[src/rtl/llac_filt_pkg.sv]
// Shared definitions for the per-channel audio filter chain.
//
// Contents:
//   AUDIO_DATA_W - default sample width for the I2S audio path
//   sample_t     - signed audio sample at the default width
//   acc_width()  - accumulator width for a 2**log2_n sample running sum
package llac_filt_pkg;

    localparam int AUDIO_DATA_W = 24;

    typedef logic signed [AUDIO_DATA_W-1:0] sample_t;

    // A sum of 2**log2_n signed data_w-bit values needs log2_n extra bits,
    // so the running sum cannot overflow.
    function automatic int acc_width(input int data_w, input int log2_n);
        return data_w + log2_n;
    endfunction

endpackage

[src/rtl/avg_fir_delay_line.sv]
// Circular delay line with a write pointer, a fill counter and a
// read-old-on-write port. Each write stores wr_data and, in the same cycle,
// registers the sample written exactly N writes earlier. Until N samples have
// been written, the old sample reads as zero. Comb and CIC stages can reuse it.
//
// Ports:
//   clk      - clock
//   rst      - asynchronous active-high reset (pointer, fill count, full flag)
//   clr      - synchronous flush; history is treated as empty afterwards
//   wr_en    - write a new sample and capture the oldest one
//   wr_data  - sample to write
//   old_data - sample from N writes ago (zero during fill), valid after wr_en
module avg_fir_delay_line #(
    parameter int DATA_W = 24,
    parameter int LOG2_N = 4
) (
    input  logic              clk,
    input  logic              rst,
    input  logic              clr,
    input  logic              wr_en,
    input  logic [DATA_W-1:0] wr_data,
    output logic [DATA_W-1:0] old_data
);

    localparam int N = 1 << LOG2_N;
    localparam logic [LOG2_N:0] FULL_CNT = {1'b1, {LOG2_N{1'b0}}};

    logic [LOG2_N-1:0] wr_ptr;
    logic [LOG2_N:0]   fill_cnt;
    logic              full;
    logic              full_q;
    logic [DATA_W-1:0] rd_q;
    logic [DATA_W-1:0] mem [N];

    assign full = (fill_cnt == FULL_CNT);

    // wr_ptr is exactly LOG2_N bits wide, so the increment wraps modulo N.
    always_ff @(posedge clk or posedge rst) begin
        if (rst) begin
            wr_ptr   <= '0;
            fill_cnt <= '0;
            full_q   <= 1'b0;
        end else if (clr) begin
            wr_ptr   <= '0;
            fill_cnt <= '0;
            full_q   <= 1'b0;
        end else if (wr_en) begin
            wr_ptr <= wr_ptr + 1'b1;
            full_q <= full;
            if (!full) begin
                fill_cnt <= fill_cnt + 1'b1;
            end
        end
    end

    // Read-before-write at one address with a registered read and no reset.
    // This maps onto a simple dual-port RAM when the line is long, and onto
    // a small flop array when it is short.
    always_ff @(posedge clk) begin
        if (wr_en) begin
            mem[wr_ptr] <= wr_data;
            rd_q        <= mem[wr_ptr];
        end
    end

    // During fill, the slot being read holds stale data, so it is masked
    // to zero. This gives the ramp against implicit zeros.
    assign old_data = full_q ? rd_q : '0;

endmodule

[src/rtl/avg_fir.sv]
// Boxcar moving-average filter: y[n] = floor(sum(x[n-N+1..n]) / N), N = 2**LOG2_N.
// The filter keeps a running sum: each new sample is added and the sample
// from N accepts ago is subtracted. The circular delay line supplies that
// old sample. The filter is a two-stage pipeline with valid/ready on both
// sides, and all stages stall together under output backpressure.
//
// Ports:
//   i_clk    - sample-domain clock
//   i_rst    - asynchronous active-high reset
//   i_clr    - synchronous flush of history and pipeline (wins over i_valid)
//   i_valid  - input sample valid
//   o_ready  - input accepted this cycle when i_valid is high
//   i_sample - signed input sample
//   o_valid  - output sample valid
//   i_ready  - downstream accepts o_sample
//   o_sample - signed averaged sample
module avg_fir
    import llac_filt_pkg::*;
#(
    parameter int DATA_W = AUDIO_DATA_W,
    parameter int LOG2_N = 4
) (
    input  logic                     i_clk,
    input  logic                     i_rst,
    input  logic                     i_clr,
    input  logic                     i_valid,
    output logic                     o_ready,
    input  logic signed [DATA_W-1:0] i_sample,
    output logic                     o_valid,
    input  logic                     i_ready,
    output logic signed [DATA_W-1:0] o_sample
);

    localparam int ACC_W = acc_width(DATA_W, LOG2_N);

    logic                     adv;
    logic                     accept;
    logic                     s1_valid;
    logic signed [DATA_W-1:0] new_q;
    logic        [DATA_W-1:0] old_raw;
    logic signed [DATA_W-1:0] old_q;
    logic signed [ACC_W-1:0]  acc;
    logic signed [ACC_W-1:0]  new_ext;
    logic signed [ACC_W-1:0]  old_ext;
    logic signed [ACC_W-1:0]  acc_next;
    logic signed [ACC_W-1:0]  acc_shr;

    // The whole pipeline moves when the output register is empty or is
    // being drained. o_ready therefore depends combinationally on i_ready.
    assign adv     = !o_valid || i_ready;
    assign o_ready = adv && !i_clr;
    assign accept  = i_valid && o_ready;

    avg_fir_delay_line #(
        .DATA_W (DATA_W),
        .LOG2_N (LOG2_N)
    ) u_delay_line (
        .clk      (i_clk),
        .rst      (i_rst),
        .clr      (i_clr),
        .wr_en    (accept),
        .wr_data  (i_sample),
        .old_data (old_raw)
    );

    assign old_q = old_raw;

    // Stage 1: register the newest sample. Its matching oldest sample is
    // registered inside the delay line on the same accept.
    always_ff @(posedge i_clk or posedge i_rst) begin
        if (i_rst) begin
            s1_valid <= 1'b0;
            new_q    <= '0;
        end else if (i_clr) begin
            s1_valid <= 1'b0;
        end else if (accept) begin
            s1_valid <= 1'b1;
            new_q    <= i_sample;
        end else if (adv) begin
            s1_valid <= 1'b0;
        end
    end

    assign new_ext  = {{LOG2_N{new_q[DATA_W-1]}}, new_q};
    assign old_ext  = {{LOG2_N{old_q[DATA_W-1]}}, old_q};
    assign acc_next = acc + new_ext - old_ext;
    // The arithmetic shift floors toward minus infinity. The sum of N
    // samples divided by N always fits back into DATA_W bits.
    assign acc_shr  = acc_next >>> LOG2_N;

    // Stage 2: update the running sum and the output register.
    always_ff @(posedge i_clk or posedge i_rst) begin
        if (i_rst) begin
            acc      <= '0;
            o_sample <= '0;
            o_valid  <= 1'b0;
        end else if (i_clr) begin
            acc     <= '0;
            o_valid <= 1'b0;
        end else if (adv) begin
            if (s1_valid) begin
                acc      <= acc_next;
                o_sample <= acc_shr[DATA_W-1:0];
                o_valid  <= 1'b1;
            end else begin
                o_valid <= 1'b0;
            end
        end
    end

endmodule

[config.mk]
export PLATFORM = sky130hd
export DESIGN_NAME = avg_fir
export DESIGN_NICKNAME = d
export VERILOG_FILES = /design/src/rtl/llac_filt_pkg.sv /design/src/rtl/avg_fir_delay_line.sv /design/src/rtl/avg_fir.sv
export SDC_FILE = /design/constraint.sdc
export NUM_CORES = 1
export LEC_CHECK = 0
export ABC_CLOCK_PERIOD_IN_PS = 5600
export BUFFER_PORTS_ARGS = -buffer_cell sky130_fd_sc_hd__buf_2
export CORE_ASPECT_RATIO = 1.1
export CORE_UTILIZATION = 33
export DETAILED_ROUTE_END_ITERATION = 8
export REMOVE_ABC_BUFFERS = 1
export SYNTH_ARGS = -nofsm -noshare
export SYNTH_HDL_FRONTEND = slang
export SYNTH_SLANG_ARGS = --single-unit
export TNS_END_PERCENT = 20
[constraint.sdc]
create_clock -name i_clk -period 5.6 [get_ports i_clk]
set_clock_uncertainty 0.1 [all_clocks]
set_input_delay 1.12 -clock i_clk [delete_from_list [all_inputs] [get_ports i_clk]]
set_output_delay 1.12 -clock i_clk [all_outputs]
set_load 0.1 [all_outputs]
After elaboration in Yosys (flattened, before gate mapping)
Memories as Yosys holds them, arrays and structs flattened. A register that Yosys moved wholly into a read port is not among the register bits. Index checks and enable logic that the tools add are counted.

$add $sub $neg: 4. Equality and inequality tests: 2. Mux-type cells: 19. Bitwise gates (word level): 1. Reductions and logical operators: 13.

Operators with widths (number): $mux W28 (3); $add A28 B24 Y28 (1); $sub A28 B24 Y28 (1); $mux W24 (1); $mux W5 (3); $mux W1 (10); $mux W4 (2); $reduce_and A2 Y1 (3); $reduce_bool A2 Y1 (3); $add A5 B1 Y5 const B (1); $eq A5 B5 Y1 const B (1); $add A4 B1 Y4 const B (1); $reduce_and A3 Y1 (1); $reduce_bool A3 Y1 (1); $logic_and A1 B1 Y1 (2); $logic_not A1 Y1 (2); $ne A2 B2 Y1 const B (1); $logic_or A1 B1 Y1 (1); $not A1 Y1 (1).

Bits in registers: 88. RAM bits: 384. Bits of input ports: 29. Output and inout bits: 26. Logic and storage cells: 48. Memories: 1.

Memories: u_delay_line.mem (depth 16, width 24, read ports 1, clocked after memory_dff 1, wr ports 1, RTL line avg_fir_delay_line.sv:33) `logic [DATA_W-1:0] mem [N];`.

Longest topological paths before layout
Word-level depth: 6. Gate-level depth with buffers: 13. Gate-level depth less buffers: 11.

Cells and area by module
From an unflattened synthesis, not the netlist that was laid out.

Cell total of the unflattened synthesis: 1308. Area, all modules: 21125.3 um^2.

By module, submodules not included: avg_fir_delay_line (times used 1, cells an instance 717, area each 15934.0 um^2); avg_fir (times used 1, cells an instance 591, area each 5191.2 um^2).

Worst setup path after synthesis
OpenSTA, ideal clock, no wires.

Kind: input -> register. Start point: in i_ready. End point: reg u_delay_line.rd_q[0] (read register of u_delay_line.mem), enable pin. Library setup time: 396 ps. Arrival time: 4085 ps. Data required time: 5104 ps. Path slack: 1019 ps. Stages: 6. Path through: nor2b_1 -> nor2_1 -> nand2_1 -> inv_1 -> clkbuf_1 -> clkbuf_1.

Word-level cells in the longest chain between the ends: 3.

Ends and longest elaborated chain: start: declaration (RTL line avg_fir.sv:30) `input logic i_ready,`; $logic_or A1 B1 Y1 (RTL line avg_fir.sv:50) `assign adv = !o_valid || i_ready;`; $logic_and A1 B1 Y1 (RTL line avg_fir.sv:51) `assign o_ready = adv && !i_clr;`; net o_ready (RTL line avg_fir.sv:27) `output logic o_ready,`; $logic_and A1 B1 Y1 (RTL line avg_fir.sv:52) `assign accept = i_valid && o_ready;`; net accept (RTL line avg_fir.sv:37) `logic accept;`; end: declaration (RTL line avg_fir_delay_line.sv:32) `logic [DATA_W-1:0] rd_q;`.

The timed path passes the listed nets, and every way through them passes these cells. A chain may end at the register's enable or synchronous reset.

Worst setup path in the final report
Start point: reg u_delay_line.full_q. End point: reg acc[21].

Word-level cells in the longest chain between the ends: 5.

Ends and longest elaborated chain: start: declaration (RTL line avg_fir_delay_line.sv:31) `logic full_q;`; start signal: assignment (RTL line avg_fir_delay_line.sv:49) `full_q <= full;`; $mux W24 (RTL line avg_fir_delay_line.sv:68) `assign old_data = full_q ? rd_q : '0;`; $sub A28 B24 Y28 (RTL line avg_fir.sv:86) `assign acc_next = acc + new_ext - old_ext;`; $mux W28 (RTL line avg_fir.sv:101) `if (s1_valid) begin`; $mux W28 (RTL line avg_fir.sv:100) `end else if (adv) begin`; $mux W28 (RTL line avg_fir.sv:97) `end else if (i_clr) begin`; end signal: assignment (RTL line avg_fir.sv:102) `acc <= acc_next;`; end: declaration (RTL line avg_fir.sv:42) `logic signed [ACC_W-1:0] acc;`.

Every way passes these cells. The select of a mux whose other input is x is not followed.

==> impl_metrics.csv <==
group,metric,value,unit
route,vias,11177,
grt,grt_pass1_vias,11687,
layout,nets,1441,
route,routed_via_density,5.01,
cts,cts-buffers-inserted,49,
timing,fin_setup_tns,0,ns
cts,path_clk_slew,0.06,ns
floorplanning,core_area,63600,um^2
cts,cts_sinks,496,
timing,slew_headroom,10.0,%
route,wl,49100,um
route,drt_pass1_iterations,6,
synthesis,synth_cell_types,55,
worst_hold_path,hold_class,"reg2reg",
floorplanning,die_h,268,um
cts,clock_path_buffers,3,
timing,finalSetupViolCount,0,
grt,busiest_layer,"met2",
route,wire_per_inst,22.0,um
worst_setup_path,regToRegSetupSlack,1.77,ns
power_and_ir_drop,p_leak,8.43,nW
layout,area_growth,13.1,%
grt,grt_use_total,15.3,%
power_and_ir_drop,p_total,10.6,mW
worst_setup_path,critPathLaunchType,"register",
status,status,"complete, no violations",
layout,fin_util,37.8,%
timing,maxSlewViolCount,0,
synthesis,yosys_warnings,0,
synthesis,synth_top_flop_cell,"edfxtp_1",
timing,worst_pin_slew,1.35,ns
floorplanning,initial_utilization,33.4,%
route,route.detailed.drc,0,
timing,hold_slack,0.370,ns
layout,mostFrequentLayoutCells,"edfxtp_1, mux4_2, inv_1, nand2_1, dfrtp_1",
grt,grt_use_met2,24.8,%
job,drv_cap,0,
synthesis,seq_area_frac_synth,68.1,%
floorplanning,pin_count,55,
worst_setup_path,critical_path_class,"reg2reg",
cts,insertion_delay,0.60,ns
placed_design,port_buffers,54,
power_and_ir_drop,p_per_area,440,nW/um^2
worst_setup_path,critPathMaxFanout,25,
worst_setup_path,cp-end-kind,"register",
grt,antenna_found_initial,4,
cts,cts_resized,0,
layout,final_common_cell,"edfxtp_1",
synthesis,syn_inst,1281,
placed_design,post_dp_cell_area,22500,um^2
layout,layout-drive-gt1-share,20.5,%
grt,grt_util_met3,2.58,%
grt,gr-total-overflow,0,
cts,cts_htree_levels,2,
cts,cts_tree,"built",
cts,root_buffer,"clkbuf_16",
timing,max_freq,0.261,GHz
cts,post_cts_buffers,0,
placed_design,gp_congestion,0.842,
route,route.antenna.remaining_nets,0,
synthesis,synth_edf_count,408,
layout,fin_area,24000,um^2
route,drtIter0Drc,919,
synthesis,synth_area_per_cell,16.6,um^2
cts,cts_hold_buf,0,
timing,layout_min_cycle_time,3.83,ns
timing,finalCritPeriodShare,68.4,%
placed_design,hpwl,32200,um
grt,grt_max_degree,65,
grt,grt_util_met1,21.0,%
timing,hold_viol,0,
synthesis,ys_ff_latch,496,
timing,rsz0062_at_grt,"false",
power_and_ir_drop,ir_drop,381,uV
synthesis,synth_area,21200,um^2
grt,grt_pass1_wl,74600,um
synthesis,async_flop_share,17.7,%
floorplanning,die_area,65400,um^2
floorplanning,fp-row-count,97,
worst_setup_path,cp.required,5.96,ns
worst_setup_path,crit_arrival,4.19,ns
floorplanning,die_w,244,um
==> sequential cells by signal (all words and copies together) (netlist names) <==
register / cells
acc: 28
new_q: 24
o_sample: 24
o_valid: 1
s1_valid: 1
u_delay_line.fill_cnt: 5
u_delay_line.full_q: 1
u_delay_line.mem: 384
u_delay_line.rd_q: 24
u_delay_line.wr_ptr: 4
==> cell usage after synthesis (3+ instances only) <==
library cell / instances / area [um^2]
ha_1: 35 / 438
mux4_2: 120 / 2700
and2_1: 35 / 219
buf_1: 6 / 22.5
o211ai_1: 9 / 67.6
a21o_1: 5 / 37.5
o21ai_0: 59 / 295
edfxtp_1: 408 / 12300
xnor2_1: 9 / 78.8
a22o_1: 8 / 70.1
buf_2: 13 / 65.1
dfrtp_1: 88 / 2200
mux2_2: 9 / 101
or3_1: 6 / 37.5
clkbuf_1: 34 / 128
o31ai_1: 4 / 30.0
and3_1: 11 / 68.8
a21oi_1: 35 / 175
nor2_1: 29 / 109
inv_1: 119 / 447
o2111ai_1: 3 / 26.3
a211oi_1: 6 / 45.0
nand4_1: 11 / 68.8
xor2_1: 12 / 105
a31oi_1: 3 / 18.8
nor3_1: 6 / 30.0
fa_1: 27 / 541
nand3_1: 17 / 85.1
nand2_1: 117 / 439
or2_2: 3 / 18.8
==> routing by layer <==
layer | wire (um) | vias to the layer above
met4 | 1230 | 0
met3 | 2380 | 66
li1 | - | 4978
met5 | 0 | -
met2 | 23600 | 283
met1 | 21900 | 5850
==> cell type report <==
class	instances	area (um^2)
sequential	496	14500
timing repair buffer	72	405
antenna	2	5.00
fill	5926	39600
clock buffer	67	1310
inverter	119	449
clock inverter	21	204
tap	841	1050
multi-input combinational	612	6120
==> path summary, 6_finish.rpt <==
path,startpoint,depth (start not counted),end
setup / recovery,u_delay_line.full_q$_DFFE_PP0P_,10,acc[21]$_DFFE_PP0P_
hold / removal,o_sample[5]$_DFFE_PP0P_,2,o_sample[5]$_DFFE_PP0P_
setup reg to reg,u_delay_line.full_q$_DFFE_PP0P_,10,acc[21]$_DFFE_PP0P_
hold reg to reg,o_sample[5]$_DFFE_PP0P_,2,o_sample[5]$_DFFE_PP0P_
max in group asynchronous,i_rst,3,new_q[7]$_DFFE_PP0P_
min in group asynchronous,i_rst,2,o_sample[23]$_DFFE_PP0P_
==> critical path, stage by stage, from the launching register on <==
cell	delay, ns
dfrtp_1	0.68
and2_1	0.31
fa_1	0.49
inv_1	0.05
ha_1	0.37
nand4_1	0.15
nor3_2	0.33
o311ai_4	0.18
a2111oi_0	0.73
or4_1	0.24
nand3_1	0.08
==> stage by stage <==
stage                     setup slack, ns  instances
final                                1.77       2230
after global routing                 1.47       2230
after CTS                            1.74       2228
after detailed placement             1.53       2140
after global placement               1.58       2140
after floorplan                    0.0880       1227
==> cell families (layout without fill, tap and decap cells) <==
| kind of cell | after synthesis | in the layout | synth area share, % |
|---|---|---|---|
| xor gates and xnor gates | 21 | 21 | 0.866 |
| muxes | 131 | 131 | 13.3 |
| buffers and inverters | 173 | 279 | 3.14 |
| other | 0 | 2 | 0 |
| adders and majority gates | 62 | 62 | 4.61 |
| DFF | 496 | 496 | 68.1 |
| and+or+nand+nor | 248 | 248 | 5.57 |
| AOI/OAI and AO/OA | 150 | 150 | 4.44 |
==> power breakdown <==
group	switching [mW]	internal, mW	leakage [nW]
registers	0.169	4.21	4.81
logic	2.08	0.952	2.87
clock network	1.37	1.79	0.746
total	3.62	6.95	8.43
Power figures use the tool's default switching activity.
